--- config.mk ---
export PLATFORM = sky130hd
export DESIGN_NAME = multi_cycle_controller
export DESIGN_NICKNAME = d
export VERILOG_FILES = /design/src/rtl/multi_cycle_controller.sv
export SDC_FILE = /design/constraint.sdc
export NUM_CORES = 1
export LEC_CHECK = 0
export BUFFER_PORTS_ARGS = -buffer_cell sky130_fd_sc_hd__buf_2
export CORE_MARGIN = 5
export CORE_UTILIZATION = 56
export CTS_CLUSTER_SIZE = 16
export DETAILED_ROUTE_END_ITERATION = 7
export GPL_TIMING_DRIVEN = 0
export PLACE_DENSITY = 0.8
export SLEW_MARGIN = 40
export SYNTH_ARGS = -nofsm -noshare
export SYNTH_HDL_FRONTEND = slang
export SYNTH_SLANG_ARGS = --single-unit
--- constraint.sdc ---
create_clock -name clk -period 4.1 [get_ports clk]
set_clock_uncertainty 0.2 [all_clocks]
set_input_delay 0.205 -clock clk [delete_from_list [all_inputs] [get_ports clk]]
set_output_delay 0.205 -clock clk [all_outputs]
set_load 0.01 [all_outputs]
--- src/rtl/multi_cycle_controller.sv ---
// Main control FSM of the multi-cycle CPU: sequences fetch/decode/execute/memory/write-back
// and drives the datapath strobes and mux selects as Moore outputs of the state register.
module multi_cycle_controller #(
  parameter int OP_W  = 6,
  parameter int CNT_W = 32
) (
  input  logic             clk,
  input  logic             rst,
  input  logic [OP_W-1:0]  opcode,
  output logic             pc_write,
  output logic             pc_write_cond,
  output logic             ir_write,
  output logic             i_or_d,
  output logic             mem_read,
  output logic             mem_write,
  output logic             mem_to_reg,
  output logic             reg_dst,
  output logic             reg_write,
  output logic             alu_src_a,
  output logic [1:0]       alu_src_b,
  output logic [1:0]       alu_op,
  output logic [1:0]       pc_source,
  output logic [3:0]       state,
  output logic [CNT_W-1:0] instr_cnt,
  output logic             illegal_op
);

  typedef enum logic [3:0] {
    S_FETCH     = 4'd0,
    S_DECODE    = 4'd1,
    S_MEM_ADDR  = 4'd2,
    S_MEM_READ  = 4'd3,
    S_MEM_WB    = 4'd4,
    S_MEM_WRITE = 4'd5,
    S_R_EXEC    = 4'd6,
    S_R_WB      = 4'd7,
    S_BRANCH    = 4'd8,
    S_JUMP      = 4'd9,
    S_ADDI_EXEC = 4'd10,
    S_ADDI_WB   = 4'd11
  } state_t;

  localparam logic [OP_W-1:0] OP_RTYPE = OP_W'(6'b000000);
  localparam logic [OP_W-1:0] OP_LW    = OP_W'(6'b100011);
  localparam logic [OP_W-1:0] OP_SW    = OP_W'(6'b101011);
  localparam logic [OP_W-1:0] OP_BEQ   = OP_W'(6'b000100);
  localparam logic [OP_W-1:0] OP_J     = OP_W'(6'b000010);
  localparam logic [OP_W-1:0] OP_ADDI  = OP_W'(6'b001000);

  state_t           state_q, state_d;
  logic [CNT_W-1:0] instr_cnt_q, instr_cnt_d;
  logic             illegal_q, illegal_d;
  logic             retire;

  always_comb begin
    state_d   = S_FETCH;
    illegal_d = illegal_q;
    case (state_q)
      S_FETCH: state_d = S_DECODE;
      S_DECODE: begin
        case (opcode)
          OP_RTYPE:      state_d = S_R_EXEC;
          OP_LW, OP_SW:  state_d = S_MEM_ADDR;
          OP_BEQ:        state_d = S_BRANCH;
          OP_J:          state_d = S_JUMP;
          OP_ADDI:       state_d = S_ADDI_EXEC;
          default: begin
            state_d   = S_FETCH;
            illegal_d = 1'b1;
          end
        endcase
      end
      // IR still holds the load/store opcode here, so it picks the memory direction
      S_MEM_ADDR:  state_d = (opcode == OP_SW) ? S_MEM_WRITE : S_MEM_READ;
      S_MEM_READ:  state_d = S_MEM_WB;
      S_R_EXEC:    state_d = S_R_WB;
      S_ADDI_EXEC: state_d = S_ADDI_WB;
      default:     state_d = S_FETCH;
    endcase
  end

  assign retire = (state_q == S_MEM_WB) || (state_q == S_MEM_WRITE) || (state_q == S_R_WB) ||
                  (state_q == S_BRANCH) || (state_q == S_JUMP) || (state_q == S_ADDI_WB);
  assign instr_cnt_d = retire ? instr_cnt_q + CNT_W'(1) : instr_cnt_q;

  always_ff @(posedge clk) begin
    if (rst) begin
      state_q     <= S_FETCH;
      instr_cnt_q <= '0;
      illegal_q   <= 1'b0;
    end else begin
      state_q     <= state_d;
      instr_cnt_q <= instr_cnt_d;
      illegal_q   <= illegal_d;
    end
  end

  always_comb begin
    pc_write      = 1'b0;
    pc_write_cond = 1'b0;
    ir_write      = 1'b0;
    i_or_d        = 1'b0;
    mem_read      = 1'b0;
    mem_write     = 1'b0;
    mem_to_reg    = 1'b0;
    reg_dst       = 1'b0;
    reg_write     = 1'b0;
    alu_src_a     = 1'b0;
    alu_src_b     = 2'b00;
    alu_op        = 2'b00;
    pc_source     = 2'b00;
    if (!rst) begin
      case (state_q)
        S_FETCH: begin
          mem_read  = 1'b1;
          ir_write  = 1'b1;
          pc_write  = 1'b1;
          alu_src_b = 2'b01;
        end
        S_DECODE:   alu_src_b = 2'b11;
        S_MEM_ADDR: begin
          alu_src_a = 1'b1;
          alu_src_b = 2'b10;
        end
        S_MEM_READ: begin
          mem_read = 1'b1;
          i_or_d   = 1'b1;
        end
        S_MEM_WB: begin
          reg_write  = 1'b1;
          mem_to_reg = 1'b1;
        end
        S_MEM_WRITE: begin
          mem_write = 1'b1;
          i_or_d    = 1'b1;
        end
        S_R_EXEC: begin
          alu_src_a = 1'b1;
          alu_op    = 2'b10;
        end
        S_R_WB: begin
          reg_write = 1'b1;
          reg_dst   = 1'b1;
        end
        S_BRANCH: begin
          alu_src_a     = 1'b1;
          alu_op        = 2'b01;
          pc_write_cond = 1'b1;
          pc_source     = 2'b01;
        end
        S_JUMP: begin
          pc_write  = 1'b1;
          pc_source = 2'b10;
        end
        S_ADDI_EXEC: begin
          alu_src_a = 1'b1;
          alu_src_b = 2'b10;
        end
        S_ADDI_WB: reg_write = 1'b1;
        default: ;
      endcase
    end
  end

  assign state      = state_q;
  assign instr_cnt  = instr_cnt_q;
  assign illegal_op = illegal_q;

endmodule

Word-level counts from Yosys, hierarchy flattened
Cells that the tools add are included. Widths: inputs -> output; s select.

Register bits: 37. Latch bits: 0. Memory bits (writable): 0. Memory bits (read-only): 0. Input port bits: 8. Output and inout port bits: 53. Logic and storage cells: 66. Memories kept: 0.

$add $sub $neg: 1. Multiply operators: 0. Divide/modulo/power cells: 0. Order comparisons: 0. Equality and inequality tests: 16. Shift-type cells: 0. Mux-type cells: 29. Bitwise gates (word level): 1. Reductions and logical operators: 16.

Operator list (count): $add 32x1->32 const B (1); $pmux 4 s6 (1); $mux 1 (20); $pmux 4 s5 (1); $eq 4x3->1 const B (4); $eq 4x4->1 const B (4); $eq 6x6->1 const B (2); $reduce_or 2->1 (5); $eq 4x2->1 const B (2); $pmux 2 s2 (2); $eq 6x2->1 const B (1); $eq 6x3->1 const B (1); $eq 6x4->1 const B (1); $logic_not 6->1 (1); $mux 2 (3); $pmux 2 s3 (1); $reduce_or 6->1 (1); $logic_or 1x1->1 (5); $eq 4x1->1 const B (1); $logic_not 4->1 (1); $reduce_or 4->1 (1); $mux 3 (1); $reduce_or 3->1 (1); $reduce_and 2->1 (1); $not 1->1 (1).

Longest topological paths before layout
Gate-level depths: netlist of the first run.

Word-level depth: 6. Mapped depth: 7.

Worst setup path after synthesis of the first run
OpenSTA, ideal clock, no wires.

Kind: register to register. Start: reg state_q[2], in the netlist state[2]. End: reg instr_cnt_q[28], in the netlist instr_cnt[28]. Data arrival time: 1.877 ns. Data required time: 3.777 ns. Path slack: 1.900 ns. Stages on the path, launching flop included: 8. Buffers on the path: 3. Cell sequence: dfxtp_1 > buf_4 > xnor2_2 > or3_1 > buf_2 > buf_6 > nor4_2 > mux2_1.

Longest elaborated chain between the ends: 6.

Ends and longest elaborated chain: start, declared (line 50) `state_t state_q, state_d;`; start signal, assigned (line 92) `state_q <= state_d;`; $eq 4x3->1 (line 82) `assign retire = (state_q == S_MEM_WB) || (state_q == S_MEM_WRITE) || (state_q == S_R_WB) ||`; $logic_or 1x1->1 (3 in series) (line 82); $logic_or 1x1->1 (line 83) `(state_q == S_BRANCH) || (state_q == S_JUMP) || (state_q == S_ADDI_WB);`; $logic_or 1x1->1 * (line 83); end signal, assigned (line 93) `instr_cnt_q <= instr_cnt_d;`; end, declared (line 51) `logic [CNT_W-1:0] instr_cnt_q, instr_cnt_d;`.

Mark *: on every way between the ends. The rest lies on a longest branch, timed or not. A chain may end at the register's enable or synchronous reset.

Final worst setup path of the first run
Start: reg state_q[3], in the netlist state[3]. End: out pc_source[0].

Longest elaborated chain between the ends: 3.

Ends and longest elaborated chain: $eq 4x4->1 (line 113) `case (state_q)`; $pmux 2 s2 * (line 113); $mux 2 * (line 112) `if (!rst) begin`; end, declared (line 22) `output logic [1:0] pc_source,`.

Marked as above.

==> metrics.yaml, run 1 <==
place:
  place.gp.congestion: 0.846
  io_buffers: 60
  dpl.hpwl_mm: 4.17
  pre_cts_ws_ns: 1.74
setup_path:
  worstPathRequired_ns: 3.69
  reg2reg_depth: 4
  path_class: "reg2out"
  r2r_start: "instr_cnt[11]"
  r2r_slack_ns: 1.68
  cp-endpoint: "pc_source[0]"
  critPathMaxFanout: 10
  startpoint: "state[3]"
  startpoint_type: "flop"
  cp-end-kind: "output port"
  worstPathArrival_ns: 2.15
  r2r_end: "instr_cnt[27]"
clock_network:
  clock_latency_ns: 0.29
  numCtsBuffers: 5
  cts_sinks: 37
  post_cts_buffers: 0
  htree_levels: 2
  root_buffer: "clkbuf_8"
  cts_hold_buf: 0
  cts_buffer_depth: 2
  cts_tree: "done"
  clkTransAtPathRegs_ns: 0.07
  cts_resized: 0
global_routing:
  antenna_found_initial: 0
  grt_pass1_wl_mm: 9.43
  grt_usage: 0.219
  grt_max_degree: 13
  grt_pass1_vias: 2086
  grt_overflow: 0
route:
  route.detailed.drc: 0
  ant_nets: 0
  dr.pass1.iters: 4
  routedWlPerCell_um: 14.1
  vias: 2292
  vias_per_cell: 5.74
  routed_wl_mm: 5.65
  drtIter0Drc: 136
synthesis:
  netlist_instances: 281
  synth_seq_area_share: 0.330
  synth_area_leaders: "dfxtp_1 33%, mux2_1 7.5%, nor2_1 6.0%"
  synth_compound_gate_area_share: 0.101
  synth_cell_types: 46
  synthSimpleGateAreaFrac: 0.386
  synth_top_family_by_area: "simple AND/OR/NAND/NOR gates"
  synth.top_cell.area_share: 0.330
  synth-xor-area-share: 0.0463
  synth_mux_area_frac: 0.0753
  synthAdderAreaFrac: 0.0100
  synth_edf_count: 0
  async_reset_ff_frac: 0
  netlist_area_mm2: 0.00224
  yosysTopAreaCell: "dfxtp_1"
  avgSynthCellArea_um2: 7.98
  syn_nets: 290
  synthFlopType: "dfxtp_1"
  synth-seq-cells: 37
  yosysWarnings: 0
sta:
  setup_ws_ns: 1.54
  hold_violations: 0
  rsz0062_at_grt: "false"
  fmax_ghz: 0.391
  worstMarginPinSlew_ns: 0.505
  timing.final.crit_share: 0.624
  fin_crit_ns: 2.56
  timing.setup.tns_ns: 0
  finalSetupViolations: 0
  slew_violations: 0
  slew_headroom: 0.663
cells_and_area:
  syn_to_final_growth_pct: 20.5
  finalNetCount: 357
  final_common_cell: "buf_2"
  antenna_cells: 0
  drive_gt1_frac: 0.226
  final_cell_mix: "62 x buf_2, 37 x dfxtp_1, 36 x nor2_1, 18 x nand2_1, 17 x nor2b_1"
  nFillCells: 333
run_status:
  status: "complete, no violations"
floorplanning:
  fp.dieH_um: 73.3
  initial_utilization: 0.569
  die_x_um: 73.3
  row_count: 23
  io_pins: 61
  dieArea_mm2: 0.00537
  core_mm2: 0.00394
job:
  max_cap_viol_count: 0
pwr:
  peakVddDrop_mv: 0.126
  power_density_mw_per_mm2: 255
  leakage_nw: 1.10
min_path:
  hold_start: "opcode[4]"
  hold_class: "in2reg"
[power by group]
group          switching [mW]  leakage (nW)  internal [mW]
Clock                   0.136        0.0512          0.136
Sequential            0.00262         0.298          0.361
Combinational          0.0333         0.753         0.0184
[routing by layer]
layer	global-route usage	vias to the layer above	share of wire
li1	-	1153	-
met2	0.356	66	0.49
met4	0.0635	0	0.0081
met3	0.0424	6	0.058
met5	0	-	0
met1	0.295	1067	0.45
[worst min path at each step]
stage	slack (ns)	to	depth (start not counted)
3_5_place_dp	0.26	illegal_op	2
5_1_grt	0.08	state[2]	4
2_1_floorplan	0.19	state[2]	2
6_report	0.08	state[2]	4
3_3_place_gp	0.26	illegal_op	2
4_1_cts	0.07	state[2]	4
[metrics by stage]
step	std cells	power, mW	cell area, um^2	utilization	hold WS [ns]
global placement	391	0.423	2610	0.661	0.258
detailed placement	391	0.423	2610	0.661	0.259
floorplan	281	0.402	2240	-	0.193
CTS	399	0.693	2700	0.685	0.0682
finish	399	0.688	2700	0.685	0.0774
global route	399	0.716	2700	0.685	0.0774
[state kept, by name (all words and copies together) (netlist names)]
signal      count
illegal_op      1
state           4
instr_cnt      32
[synthesized netlist by cell type, drive strengths merged, types with 3 or more instances]
cell	count
dfxtp	37
nor2	36
nor4	19
nand2	18
nor2b	17
clkbuf	15
mux2	15
a21oi	12
nor3	12
nand3	11
or3	9
nand4	8
o21ai	8
inv	6
xnor2	6
and4	5
buf	5
o31ai	5
or4	5
xor2	5
or2	3
[cell type report]
cell class	instances	area, um^2	area share
Buffer	20	92.6	0.0343
Clock buffer	6	82.6	0.0306
Clock inverter	2	13.8	0.00509
Inverter	6	22.5	0.00834
Multi-Input combinational cell	218	1390	0.513
Sequential cell	37	741	0.274
Tap cell	50	62.6	0.0232
Timing Repair Buffer	60	300	0.111
[critical path, stage by stage (launching register included)]
cell and delay (ns):
dfxtp_1 0.40, clkbuf_1 0.36, inv_1 0.20, or3_1 0.44, nor3_1 0.21, buf_4 0.15
buf_2 0.12
[cell families after synthesis]
family	count (synthesis)
AOI/OAI and AO/OA	36
muxes	15
and+or+nand+nor	154
DFF	37
buffers and inverters	26
adders and majority gates	2
xor gates and xnor gates	11
(Power assumes the default switching activity.)
==> run 2, diff against run 1 <==
Settings changed: ABC_AREA set to 1, CORE_UTILIZATION 56 to 53, PLACE_DENSITY 0.8 to 0.76.
Clock period 4.1 ns to 2.5 ns, I/O delays scaled along.
==> run 2 against run 1 <==
Power up 77%; sequential cell count unchanged; first-iteration DRC count up 22%; critical path type is now in2out; global-route usage fell by 0.94 points; count of clock-buffer cells in the layout increased by 1; clock power is 96% higher; synthesized cell count rose by 32%; design area up 6.4%; largest power group unchanged.
==> metrics.yaml, run 2 <==
sta:
  timing.setup.tns_ns: 0
  setup_ws_ns: 0.606
  hold_violations: 0
  rsz0062_at_grt: "false"
  finalSetupViolations: 0
  fin_crit_ns: 1.89
  slew_violations: 0
  worstMarginPinSlew_ns: 0.532
  slew_headroom: 0.645
  timing.final.crit_share: 0.758
  fmax_ghz: 0.528
synthesis:
  synth_area_leaders: "dfxtp_1 31%, nand2_1 12%, nor2_1 11%"
  yosysTopAreaCell: "dfxtp_1"
  synth_edf_count: 0
  synth.top_cell.area_share: 0.312
  synth_most_common_cell: "nand2_1"
  synthFlopType: "dfxtp_1"
  synth_cell_types: 32
  synth_common_cells: "77 x nand2_1, 67 x nor2_1, 55 x inv_1"
  synth-seq-cells: 37
  synth_seq_area_share: 0.312
  netlist_area_mm2: 0.00237
  yosysWarnings: 0
  netlist_instances: 371
  syn_nets: 380
  async_reset_ff_frac: 0
  avgSynthCellArea_um2: 6.39
route:
  route.detailed.drc: 0
  routedWlPerCell_um: 12.3
  vias_per_cell: 5.09
  drtIter0Drc: 166
  ant_nets: 0
  dr.pass1.iters: 4
  vias: 2507
  routed_wl_mm: 6.08
setup_path:
  critPathBufInv: 5
  path_common_cell: "buf_2"
  worstPathArrival_ns: 1.57
  crit_slowest_cell: "dlygate4sd3_1"
  crit_path_cell_trace: "dlygate4sd3_1 -> buf_2 -> clkbuf_1 -> nor2_1 -> buf_4 -> buf_2"
  startpoint_type: "primary input"
  cp-end-kind: "output port"
  path_delay_family: "buffers and inverters"
  path_class: "in2out"
  worstPathRequired_ns: 2.17
  critPathMaxFanout: 10
  max_stage_delay_ns: 0.52
clock_network:
  numCtsBuffers: 5
  cts_buffer_depth: 2
  post_cts_buffers: 0
  cts_resized: 0
  root_buffer: "clkbuf_8"
  cts_tree: "done"
  cts_sinks: 37
  clkTransAtPathRegs_ns: 0.07
  htree_levels: 2
  clock_latency_ns: 0.29
cells_and_area:
  stdcell_area_mm2: 0.00287
  final_util: 0.660
  final_cell_mix: "77 x nand2_1, 67 x nor2_1, 60 x buf_2, 55 x inv_1, 37 x dfxtp_1"
  nFillCells: 393
  finalNetCount: 449
  drive_gt1_frac: 0.238
  largest_reg_flops: 32
  final_common_cell: "nand2_1"
  syn_to_final_growth_pct: 21.1
  antenna_cells: 0
floorplanning:
  core_mm2: 0.00435
  fp.dieH_um: 76.9
  io_pins: 61
  dieArea_mm2: 0.00591
  initial_utilization: 0.545
  row_count: 24
  die_x_um: 76.9
place:
  place.gp.congestion: 0.880
  pre_cts_ws_ns: 0.765
  place_area_mm2: 0.00274
  io_buffers: 60
  dpl.hpwl_mm: 4.85
global_routing:
  grt_pass1_vias: 2363
  antenna_found_initial: 0
  grt_overflow: 0
  grt_usage: 0.210
  grt_pass1_wl_mm: 10.5
  grt_max_degree: 12
job:
  max_cap_viol_count: 0
pwr:
  power_density_mw_per_mm2: 424
  power_mw: 1.22
  peakVddDrop_mv: 0.355
  leakage_nw: 1.35
run_status:
  status: "complete, no violations"
min_path:
  hold_class: "in2reg"
-- run 2: cell count changes after synthesis, moves of 12 or more --
cell | previous run | this run
inv_1 | 6 | 55
mux2_1 | 15 | 0
nand3_1 | 11 | 25
nand2_1 | 18 | 77
nor2_1 | 36 | 67
nor4_1 | 14 | 0
clkbuf_1 | 15 | 3
nor2b_1 | 17 | 0
-- run 2: logic make-up after synthesis --
kind of cell               after synthesis  share of synthesized area
adders and majority gates                1                    0.00527
and+or+nand+nor                        225                      0.470
AOI/OAI and AO/OA                       40                     0.0907
DFF                                     37                      0.312
xor gates and xnor gates                 5                     0.0185
buffers and inverters                   63                      0.103
-- run 2: final cells by class --
type | instances | area (um^2) | share of cell area
clock inverter | 1 | 30.0 | 0.0104
tap | 52 | 65.1 | 0.0226
sequential | 37 | 741 | 0.258
buffer | 5 | 22.5 | 0.00784
clock buffer | 7 | 86.3 | 0.0300
timing repair buffer | 62 | 320 | 0.111
multi-input combinational | 271 | 1390 | 0.482
inverter | 58 | 223 | 0.0775
-- run 2: per-layer routing --
| metal | part of all wire | up-vias | track usage | wire [um] |
|---|---|---|---|---|
| met1 | 0.45 | 1110 | 0.272 | 2740 |
| met2 | 0.47 | 72 | 0.346 | 2850 |
| met3 | 0.071 | 7 | 0.0515 | 433 |
| li1 | - | 1318 | - | - |
| met5 | 0 | - | 0 | 0 |
| met4 | 0.0089 | 0 | 0.0542 | 54 |
-- run 2: stage by stage --
stage	hold slack (ns)	instances
6_report	0.0812	493
5_1_grt	0.129	493
4_1_cts	0.0753	493
3_5_place_dp	0.176	483
3_3_place_gp	0.173	483
2_1_floorplan	-0.00549	371
-- run 2: where the power goes --
part / total (mW) / leakage [nW] / switching (mW) / internal, mW
registers: 0.598 / 0.298 / 0.00478 / 0.593
logic: 0.0861 / 0.989 / 0.0550 / 0.0310
clock network: 0.534 / 0.0585 / 0.209 / 0.325
-- run 2: path summary, 6_finish.rpt --
kind	cells after the start	start	slack (ns)	end
setup / recovery	6	rst	0.61	pc_source[0]
hold / removal	6	opcode[4]	0.08	state[1]
setup reg to reg	8	instr_cnt[0]	0.74	instr_cnt[28]
hold reg to reg	2	illegal_op	0.26	illegal_op
-- run 2: timing repair --
| action | 4_1_cts | 5_1_grt |
|---|---|---|
| hold buffers | 2 | 0 |
| endpoints found under the setup margin | 0 | 0 |
| endpoints found under the hold margin | 2 | 0 |
-- run 2: tightest hold or removal path, stage by stage --
cell	delay (ns)
buf_2	0.08
nor2_1	0.05
nand2_1	0.07
nand2_1	0.05
nand2_1	0.07
a31oi_1	0.08
